File: config.mk
export PLATFORM = sky130hd
export DESIGN_NAME = ccff_chain_ctrl_flat
export DESIGN_NICKNAME = d
export VERILOG_FILES = /design/src/rtl/ccff_chain_ctrl_pkg.sv /design/src/rtl/ccff_chain_ctrl_if.sv /design/src/rtl/ccff_chain_ctrl_crc16.sv /design/src/rtl/ccff_chain_ctrl.sv /design/src/flat_wrapper.sv
export SDC_FILE = /design/constraint.sdc
export NUM_CORES = 1
export LEC_CHECK = 0
export CORE_MARGIN = 2
export CORE_UTILIZATION = 50
export DETAILED_ROUTE_END_ITERATION = 8
export PLACE_DENSITY = 0.72
export SETUP_SLACK_MARGIN = 0.05
export SLEW_MARGIN = 20
export SYNTH_ARGS = -nofsm -noshare
export SYNTH_HDL_FRONTEND = slang
export SYNTH_SLANG_ARGS = --single-unit
File: constraint.sdc
create_clock -name clk -period 2.6 [get_ports clk]
set_clock_uncertainty 0.15 [all_clocks]
set_input_delay 0.52 -clock clk [delete_from_list [all_inputs] [get_ports clk]]
set_output_delay 0.52 -clock clk [all_outputs]
set_load 0.01 [all_outputs]
File: src/rtl/ccff_chain_ctrl_pkg.sv
// Shared types and constants for the configuration-chain loader.
// CRC constants are used only when CCFF_CHAIN_CRC_EN is defined.
package ccff_ctrl_pkg;

    typedef enum logic [1:0] {
        IDLE      = 2'd0,
        LOAD_WORD = 2'd1,
        SHIFT     = 2'd2,
        DONE      = 2'd3
    } ccff_state_e;

    localparam logic [15:0] CRC16_POLY = 16'h1021;
    localparam logic [15:0] CRC16_INIT = 16'hFFFF;

    // One MSB-first CRC-16-CCITT step for a single serial bit.
    function automatic logic [15:0] crc16_step(input logic [15:0] crc, input logic bit_in);
        logic fb;
        fb = crc[15] ^ bit_in;
        crc16_step = {crc[14:0], 1'b0} ^ (fb ? CRC16_POLY : 16'h0000);
    endfunction

endpackage

File: src/rtl/ccff_chain_ctrl_if.sv
// Bitstream word stream (valid/ready) from the source into the chain loader.
interface ccff_chain_ctrl_if #(
    parameter int WORD_W = 8
);
    logic [WORD_W-1:0] cfg_data;
    logic              cfg_valid;
    logic              cfg_ready;

    modport master (
        output cfg_data,
        output cfg_valid,
        input  cfg_ready
    );

    modport slave (
        input  cfg_data,
        input  cfg_valid,
        output cfg_ready
    );
endinterface

File: src/rtl/ccff_chain_ctrl_crc16.sv
// Serial CRC-16-CCITT accumulator over the bits driven into the chain head.
// Present only in builds with CCFF_CHAIN_CRC_EN defined.
`ifdef CCFF_CHAIN_CRC_EN
module ccff_crc16
    import ccff_ctrl_pkg::*;
(
    input  logic        clk,
    input  logic        reset,
    input  logic        init,
    input  logic        en,
    input  logic        bit_in,
    output logic [15:0] crc_next
);

    logic [15:0] crc_q;
    logic [15:0] crc_d;

    always_comb begin
        crc_d = crc_q;
        if (init) begin
            crc_d = CRC16_INIT;
        end else if (en) begin
            crc_d = crc16_step(crc_q, bit_in);
        end
    end

    always_ff @(posedge clk or posedge reset) begin
        if (reset) begin
            crc_q <= CRC16_INIT;
        end else begin
            crc_q <= crc_d;
        end
    end

    // Exposes the post-update value so the final bit is included at DONE entry.
    assign crc_next = crc_d;

endmodule
`endif

File: src/rtl/ccff_chain_ctrl.sv
// Loads bitstream words into the configuration chain head, one bit per shift_en cycle.
// Optional CRC check of the shifted stream: define CCFF_CHAIN_CRC_EN.
//   state     | meaning
//   IDLE      | no load since reset
//   LOAD_WORD | cfg_ready high, waiting for the next word; chain holds
//   SHIFT     | one bit presented on ccff_head per cycle with shift_en high
//   DONE      | all CHAIN_LEN bits shifted; done held until next start
module ccff_chain_ctrl
    import ccff_ctrl_pkg::*;
#(
    parameter int CHAIN_LEN = 1024,
    parameter int WORD_W    = 8
) (
    input  logic              clk,
    input  logic              reset,
    input  logic              start,
    ccff_chain_ctrl_if.slave  cfg,
    output logic              ccff_head,
    output logic              ccff_shift_en,
    input  logic              ccff_tail,
    output logic              busy,
    output logic              done
`ifdef CCFF_CHAIN_CRC_EN
    ,
    input  logic [15:0]       crc_exp,
    output logic              crc_ok,
    output logic              crc_err
`endif
);

    localparam int CNT_W = $clog2(CHAIN_LEN + 1);
    localparam int NB_W  = $clog2(WORD_W + 1);

    localparam logic [1:0] S_IDLE  = IDLE;
    localparam logic [1:0] S_LOAD  = LOAD_WORD;
    localparam logic [1:0] S_SHIFT = SHIFT;
    localparam logic [1:0] S_DONE  = DONE;

    logic [1:0]        state_q,     state_d;
    logic [CNT_W-1:0]  bits_left_q, bits_left_d;
    logic [NB_W-1:0]   nbits_q,     nbits_d;
    logic [WORD_W-1:0] sreg_q,      sreg_d;
    logic              cfg_ready_q, cfg_ready_d;
    logic              head_q,      head_d;
    logic              shift_en_q,  shift_en_d;
    logic              busy_q,      busy_d;
    logic              done_q,      done_d;

    // The tail is reserved for a read-back check; the loader itself never looks at it.
    logic tail_unused;
    assign tail_unused = ccff_tail;

    // Counters track bits not yet clocked into the chain, including the one on ccff_head.
    always_comb begin
        state_d     = state_q;
        bits_left_d = bits_left_q;
        nbits_d     = nbits_q;
        sreg_d      = sreg_q;
        cfg_ready_d = cfg_ready_q;
        head_d      = head_q;
        shift_en_d  = shift_en_q;
        busy_d      = busy_q;
        done_d      = done_q;

        case (state_q)
            S_IDLE, S_DONE: begin
                if (start) begin
                    state_d     = S_LOAD;
                    bits_left_d = CNT_W'(CHAIN_LEN);
                    cfg_ready_d = 1'b1;
                    busy_d      = 1'b1;
                    done_d      = 1'b0;
                end
            end
            S_LOAD: begin
                if (cfg.cfg_valid && cfg_ready_q) begin
                    state_d     = S_SHIFT;
                    head_d      = cfg.cfg_data[WORD_W-1];
                    sreg_d      = cfg.cfg_data << 1;
                    shift_en_d  = 1'b1;
                    cfg_ready_d = 1'b0;
                    if (32'(bits_left_q) >= WORD_W) begin
                        nbits_d = NB_W'(WORD_W);
                    end else begin
                        nbits_d = NB_W'(bits_left_q);
                    end
                end
            end
            S_SHIFT: begin
                bits_left_d = bits_left_q - CNT_W'(1);
                nbits_d     = nbits_q - NB_W'(1);
                if (bits_left_q == CNT_W'(1)) begin
                    state_d    = S_DONE;
                    shift_en_d = 1'b0;
                    head_d     = 1'b0;
                    busy_d     = 1'b0;
                    done_d     = 1'b1;
                end else if (nbits_q == NB_W'(1)) begin
                    state_d     = S_LOAD;
                    shift_en_d  = 1'b0;
                    head_d      = 1'b0;
                    cfg_ready_d = 1'b1;
                end else begin
                    head_d = sreg_q[WORD_W-1];
                    sreg_d = sreg_q << 1;
                end
            end
            default: begin
                state_d = S_IDLE;
            end
        endcase
    end

    always_ff @(posedge clk or posedge reset) begin
        if (reset) begin
            state_q     <= S_IDLE;
            bits_left_q <= '0;
            nbits_q     <= '0;
            sreg_q      <= '0;
            cfg_ready_q <= 1'b0;
            head_q      <= 1'b0;
            shift_en_q  <= 1'b0;
            busy_q      <= 1'b0;
            done_q      <= 1'b0;
        end else begin
            state_q     <= state_d;
            bits_left_q <= bits_left_d;
            nbits_q     <= nbits_d;
            sreg_q      <= sreg_d;
            cfg_ready_q <= cfg_ready_d;
            head_q      <= head_d;
            shift_en_q  <= shift_en_d;
            busy_q      <= busy_d;
            done_q      <= done_d;
        end
    end

    assign cfg.cfg_ready  = cfg_ready_q;
    assign ccff_head      = head_q;
    assign ccff_shift_en  = shift_en_q;
    assign busy           = busy_q;
    assign done           = done_q;

`ifdef CCFF_CHAIN_CRC_EN
    logic [15:0] crc_next;
    logic        crc_init;
    logic        crc_en;
    logic        crc_ok_q,  crc_ok_d;
    logic        crc_err_q, crc_err_d;

    assign crc_init = start && ((state_q == S_IDLE) || (state_q == S_DONE));
    assign crc_en   = (state_q == S_SHIFT);

    ccff_crc16 u_crc16 (
        .clk      (clk),
        .reset    (reset),
        .init     (crc_init),
        .en       (crc_en),
        .bit_in   (head_q),
        .crc_next (crc_next)
    );

    // Verdict is taken on the edge that enters DONE, so the last bit is included.
    always_comb begin
        crc_ok_d  = crc_ok_q;
        crc_err_d = crc_err_q;
        if (crc_init) begin
            crc_ok_d  = 1'b0;
            crc_err_d = 1'b0;
        end else if (crc_en && (bits_left_q == CNT_W'(1))) begin
            crc_ok_d  = (crc_next == crc_exp);
            crc_err_d = (crc_next != crc_exp);
        end
    end

    always_ff @(posedge clk or posedge reset) begin
        if (reset) begin
            crc_ok_q  <= 1'b0;
            crc_err_q <= 1'b0;
        end else begin
            crc_ok_q  <= crc_ok_d;
            crc_err_q <= crc_err_d;
        end
    end

    assign crc_ok  = crc_ok_q;
    assign crc_err = crc_err_q;
`endif

endmodule

File: src/flat_wrapper.sv
// flat-port wrapper written by rule: the top's interface ports become plain ports
module ccff_chain_ctrl_flat import ccff_ctrl_pkg::*;
#(
    parameter int CHAIN_LEN = 1024,
    parameter int WORD_W    = 8
)
  (clk, reset, start, ccff_head, ccff_shift_en, ccff_tail, busy, done, cfg_cfg_data, cfg_cfg_valid, cfg_cfg_ready);
  ccff_chain_ctrl_if #(.WORD_W(WORD_W)) cfg_i ();
  input  logic clk;
  input  logic reset;
  input  logic start;
  output logic ccff_head;
  output logic ccff_shift_en;
  input  logic ccff_tail;
  output logic busy;
  output logic done;
  input wire logic [$bits(cfg_i.cfg_data)-1:0] cfg_cfg_data;
  input wire logic [$bits(cfg_i.cfg_valid)-1:0] cfg_cfg_valid;
  output wire logic [$bits(cfg_i.cfg_ready)-1:0] cfg_cfg_ready;
  assign cfg_i.cfg_data = cfg_cfg_data;
  assign cfg_i.cfg_valid = cfg_cfg_valid;
  assign cfg_cfg_ready = cfg_i.cfg_ready;
  ccff_chain_ctrl #(.CHAIN_LEN(CHAIN_LEN), .WORD_W(WORD_W)) u_core (.clk(clk), .reset(reset), .start(start), .cfg(cfg_i), .ccff_head(ccff_head), .ccff_shift_en(ccff_shift_en), .ccff_tail(ccff_tail), .busy(busy), .done(done));
endmodule
==> qor.yml, run 1 <==
route.vias.total: 1242
htreeDepth: 2
cap_violations: 0
worstSetupPathType: "reg -> reg"
synth_seq_cells: 29
placedCellCount: 219
dp_slack_ps: 225.4
dieArea_um2: 3768
grt_pass1_vias: 1238
post_cts_buffers: 0
tritoncts: "yes"
grt_max_degree: 30
run_status: "completed"
drt-initial-drc-count: 43
slew_headroom_pct: 60.31
yosys.area_share.simple_pct: 18.47
cp.required_ps: 2670
rsz0062_at_grt: "false"
viasPerCell: 5.471
synth_nets: 181
path_buf_inv: 2
yosys-top-cells-area: "dfrtp_1 (44%), mux2_2 (6.8%), ha_1 (4.6%)"
path_clk_slew_ps: 100
antenna_cells: 0
start_util_pct: 53.06
synthXorXnorAreaFrac_pct: 3.723
cts_root_buffer: "clkbuf_4"
peakVddDrop_mv: 0.4865
syn_inst: 162
clock_path_buffers: 2
route.detailed.drc: 0
grt_pass1_wl_um: 5485
drt_pass1_iterations: 4
synthArstFlopShare_pct: 100.0
multi_input_area_um2: 840.8
power_density_nw_per_um2: 1152
synth_top_area_share_pct: 44.07
report.final.slew_viol_count: 0
fin_crit_sh_pct: 85.20
clk_latency_ps: 340
hp-class: "reg -> reg"
num-nets-final: 201
period_needed_ps: 2215
path_cells: "inv_1 > ha_1 > inv_1 > o21a_1 > a221o_1 > mux2_2"
gp_congestion: 0.8282
final_util_pct: 61.98
wl_um: 3206
worstSetupStartpointType: "flop"
io_buffers: 16
postRouteAntennaNets: 0
wl_per_cell_um: 14.12
antenna_found_initial: 0
synth.yosys.seq_area_share_pct: 44.07
die_h_um: 61.39
synth_compound_area_share_pct: 14.44
tightest_slew_ps: 589.1
yosys.area.top_type: "dfrtp_1"
row_count: 20
io_pins: 18
hold_violations: 0
fmax_ghz: 0.4514
syn_area_um2: 1647
critPathCaptureType: "flop"
area_delta_synth_final_pct: 16.79
cp.arrival_ps: 2290
crit_family: "compound AO/OA/AOI/OAI gates"
synthAdderAreaFrac_pct: 4.559
synth_most_common_cell: "dfrtp_1"
stdcell_count: 227
ctsResizeCount: 0
grt_usage_pct: 20.52
synth-edff-count: 0
seqCellArea_um2: 725.7
setup_slack_ps: 384.9
hpwl_um: 2309
coreArea_um2: 3103
cp_common_cell: "inv_1"
avgSynthCellArea_um2: 10.16
numCtsBuffers: 5
crit_fanout: 12
cts_hold_buf: 0
gr-total-overflow: 0
ys.flop_type: "dfrtp_1"
yosys_warnings: 0
ys_types: 44
cts_num_sinks: 29
muxShareOfSynthArea_pct: 9.878
slowest_delay_ps: 380
setup_viol: 0
synth_top_family_by_area: "simple AND/OR/NAND/NOR gates"
setup_tns_ps: 0
total_leakage_power_nw: 0.8075
fillers: 299
crit_slowest_cell: "mux2_2"
layout-drive-gt1-share_pct: 15.30
fp.dieW_um: 61.39
synth_common_cells: "dfrtp_1 (29), nor2_1 (16), inv_1 (13)"
[area by class of cell]
| cell class | instances | area share (%) |
|---|---|---|
| multi-input cells | 114 | 43.72 |
| flip-flops and latches | 29 | 37.74 |
| repair buffers | 19 | 9.499 |
| clock buffers | 7 | 3.383 |
| well taps | 44 | 2.863 |
| inverters | 13 | 2.537 |
| clock inverters | 1 | 0.2602 |
[kinds of logic after synthesis]
family          Yosys count
compound gates           33
xor+xnor                  7
fa+ha+maj                 6
buf+inv                  19
flops                    29
mux                      15
simple gates             53
[final timing paths]
path,startpoint,slack (ps),cells past startpoint,end
worst max-delay path,u_core.state_q[0]$_DFFE_PP0P_,380,6,u_core.sreg_q[6]$_DFFE_PP0P_
worst min-delay path,u_core.ccff_head$_DFFE_PP0P_,350,1,u_core.ccff_head$_DFFE_PP0P_
worst max register to register,u_core.state_q[0]$_DFFE_PP0P_,380,6,u_core.sreg_q[6]$_DFFE_PP0P_
worst min register to register,u_core.ccff_head$_DFFE_PP0P_,350,1,u_core.ccff_head$_DFFE_PP0P_
max in group asynchronous,reset,1640,3,u_core.bits_left_q[4]$_DFFE_PP0P_
min in group asynchronous,reset,390,3,u_core.bits_left_q[10]$_DFFE_PP0P_
[state kept, by name, summed over array words and instances (netlist names)]
name / cells
u_core.bits_left_q: 11
u_core.ccff_head: 1
u_core.sreg_q: 7
u_core.state_q: 2
u_core.done: 1
u_core.busy: 1
u_core.nbits_q: 4
u_core.cfg.cfg_ready: 1
u_core.ccff_shift_en: 1
[stage by stage]
stage	hold WS [ps]	power (mW)	cell area [µm²]
floorplan	310.3	1.638	1647
global placement	324.2	1.845	1853
detailed placement	334.7	1.906	1853
CTS	356.5	2.240	1923
global route	374.0	2.415	1923
finish	350.7	2.216	1923
[worst reg2reg max path: cells and delay by family (launching register included)]
kind                       cells  cell delay (ps)
AOI/OAI and AO/OA              2              670
DFF                            1              370
buffers and inverters          2              320
adders and majority gates      1              200
muxes                          1              380
[metal layers]
| metal | vias to the layer above | part of all wire (%) | GRT usage [%] |
|---|---|---|---|
| li1 | 620 | - | - |
| met1 | 590 | 44 | 23.26 |
| met2 | 25 | 50 | 33.74 |
| met3 | 7 | 4.6 | 7.983 |
| met4 | 0 | 2.3 | 10.33 |
| met5 | - | 0 | 0 |
[cell usage in the layout (no fill, tap or decap), drive strengths merged, types with 5 or more instances in the layout]
cell type,netlist,routed
mux2i,5,5
inv,13,13
ha,6,6
clkdlybuf4s50,0,16
nand2,10,10
xnor2,5,5
clkbuf,2,7
a21oi,5,5
nor2,17,17
o21ai,8,8
nor4,5,5
mux2,10,10
dfrtp,29,29
[where the power goes]
group	internal (mW)	leakage [nW]	switching, mW
Sequential	0.645	0.352	0.177
Combinational	0.517	0.415	0.562
Clock	0.156	0.0413	0.159
Total	1.32	0.808	0.898
(Power assumes the default switching activity.)
==> run 2, diff against run 1 <==
- CORE_UTILIZATION: 50 -> 35
- CTS_BUF_LIST: unset -> sky130_fd_sc_hd__clkbuf_2
- PLACE_DENSITY: 0.72 -> unset
==> run 2 against run 1 <==
Effect of this change:
- via count rose by 3.6%
- global-route usage fell by 6.1 points
- final cell count rose by 4.0%
- critical path depth did not move
- non-clock buffer count rose by 1
- sequential share of layout area rose by 0.20 points
- die area rose by 40%
==> qor.yml, run 2 (synthesized netlist as in run 1, its figures left out) <==
run_status: "completed"
largest_reg_flops: 11  # unchanged
peakVddDrop_mv: 0.4735  # -2.7%
tritoncts: "yes"
ctsResizeCount: 0  # unchanged
wl_um: 3318  # +3.5%
path_cells: "inv_1 > ha_1 > nand3_1 > o21a_1 > a221o_1 > mux2_2"
top_register: "u_core.bits_left_q"
total_leakage_power_nw: 0.7992  # -1.0%
cts_hold_buf: 0  # unchanged
slew_headroom_pct: 61.96  # +1.6 points
fin_crit_sh_pct: 84.26  # -0.94 points
stdcell_area_um2: 1913  # -0.52%
gr-total-overflow: 0  # unchanged
route.detailed.drc: 0  # unchanged
layout_commonest_cell: "dfrtp_1"
antenna_cells: 0  # unchanged
fillers: 441  # +47%
grt_pass1_wl_um: 5927  # +8.1%
path_clk_slew_ps: 180  # +80 ps
dieArea_um2: 5269  # +40%
path_buf_inv: 1  # -1
slowest_delay_ps: 420  # +40 ps
tightest_slew_ps: 564.6  # -24.44 ps
coreArea_um2: 4444  # +43%
crit_slowest_cell: "dfrtp_1"
worstSetupStartpointType: "flop"
fp.dieW_um: 72.59  # +18%
fmax_ghz: 0.4565  # +1.1%
clock_path_buffers: 2  # unchanged
power_density_nw_per_um2: 1108  # -3.8%
path_depth: 6  # unchanged
period_needed_ps: 2191  # -24.34 ps
cp.required_ps: 2720  # +50 ps
timing.rr.end: "u_core.sreg_q[3]$_DFFE_PP0P_"
grt_usage_pct: 14.46  # -6.1 points
total_power_mw: 2.120  # -4.3%
drt-initial-drc-count: 71  # +65%
crit_fanout: 8  # -4
io_buffers: 16  # unchanged
area_delta_synth_final_pct: 16.19
startpoint: "u_core.state_q[1]$_DFFE_PP0P_"
route.vias.total: 1287  # +3.6%
wl_per_cell_um: 14.06  # -0.45%
top_regs: "u_core.bits_left_q (11), u_core.sreg_q (7), u_core.nbits_q (4)"
ff2ff_setup_slack_ps: 410  # +20 ps
row_count: 24  # +20%
critPathCaptureType: "flop"
rsz0062_at_grt: "false"
hp-class: "in -> async"
gp_congestion: 0.8718  # +5.3%
cp-endpoint: "u_core.sreg_q[3]$_DFFE_PP0P_"
post_cts_buffers: 0  # unchanged
layout-drive-gt1-share_pct: 15.76  # +0.46 points
worstSetupPathType: "reg -> reg"
setup_viol: 0  # unchanged
hpwl_um: 2483  # +7.5%
placed_area_um2: 1871  # +0.94%
cts_root_buffer: "clkbuf_2"
drt_pass1_iterations: 4  # unchanged
clk_latency_ps: 370  # +30 ps
hold_violations: 0  # unchanged
report.final.slew_viol_count: 0  # unchanged
grt_max_degree: 30  # unchanged
grt_pass1_vias: 1290  # +4.2%
postRouteAntennaNets: 0  # unchanged
htreeDepth: 2  # unchanged
io_pins: 18  # unchanged
start_util_pct: 37.05  # -16 points
cap_violations: 0  # unchanged
numCtsBuffers: 5  # unchanged
antenna_found_initial: 0  # unchanged
mostFrequentLayoutCells: "dfrtp_1 (29), nor2_1 (16), clkdlybuf4s50_1 (16)"
setup_tns_ps: 0  # unchanged
num-nets-final: 202  # +0.50%
cp.arrival_ps: 2310  # +20 ps
crit_family: "compound AO/OA/AOI/OAI gates"
cts_num_sinks: 29  # unchanged
timing.rr.start: "u_core.state_q[1]$_DFFE_PP0P_"
viasPerCell: 5.453  # -0.33%
reg2reg_depth: 6  # unchanged
die_h_um: 72.59  # +18%
==> run 2: area by class of cell <==
| class | instances | area, µm² | share of cell area [%] |
|---|---|---|---|
| Multi-Input combinational cell | 114 | 840.8 | 43.95 |
| Sequential cell | 29 | 725.7 | 37.93 |
| Timing Repair Buffer | 20 | 190.2 | 9.941 |
| Tap cell | 52 | 65.06 | 3.401 |
| Inverter | 13 | 48.80 | 2.551 |
| Clock buffer | 5 | 25.02 | 1.308 |
| Clock inverter | 3 | 17.52 | 0.9156 |
==> run 2: power breakdown <==
group | total [mW] | internal, mW | leakage, nW | switching [mW]
clock network | 0.232 | 0.0628 | 0.0287 | 0.169
registers | 0.817 | 0.643 | 0.352 | 0.174
logic | 1.07 | 0.520 | 0.419 | 0.551
total | 2.12 | 1.23 | 0.799 | 0.895
==> run 2: per-layer routing <==
metal	track usage [%]	routed length (µm)	vias to the layer above
met5	0	0	-
met4	6.173	63	0
met3	4.420	122	8
met2	23.33	1598	22
met1	17.89	1533	636
li1	-	-	621
==> run 2: through the flow <==
step / utilization [%] / hold slack (ps) / instances / setup slack (ps)
2_1_floorplan: - / 310.3 / 162 / 621.5
3_3_place_gp: 42.09 / 327.2 / 228 / 226.3
3_5_place_dp: 42.09 / 330.2 / 228 / 180.0
4_1_cts: 43.05 / 330.9 / 236 / 410.4
5_1_grt: 43.05 / 342.6 / 236 / 311.7
6_report: 43.05 / 332.6 / 236 / 409.2
==> run 2: worst min path at each step <==
stage	startpoint	end	slack, ps	cells after the start
floorplan	u_core.sreg_q[1]$_DFFE_PP0P_	u_core.sreg_q[1]$_DFFE_PP0P_	310	1
global placement	u_core.ccff_head$_DFFE_PP0P_	u_core.ccff_head$_DFFE_PP0P_	330	1
detailed placement	u_core.ccff_head$_DFFE_PP0P_	u_core.ccff_head$_DFFE_PP0P_	330	1
CTS	reset	u_core.cfg.cfg_ready$_DFFE_PP0P_	330	3
global route	reset	u_core.sreg_q[6]$_DFFE_PP0P_	340	3
finish	reset	u_core.bits_left_q[10]$_DFFE_PP0P_	330	3
==> run 2: worst register-to-register path: stages (launching register included) <==
cell and delay, ps:
dfrtp_1 420, inv_1 60, ha_1 260, nand3_1 170, o21a_1 290, a221o_1 360
mux2_2 380
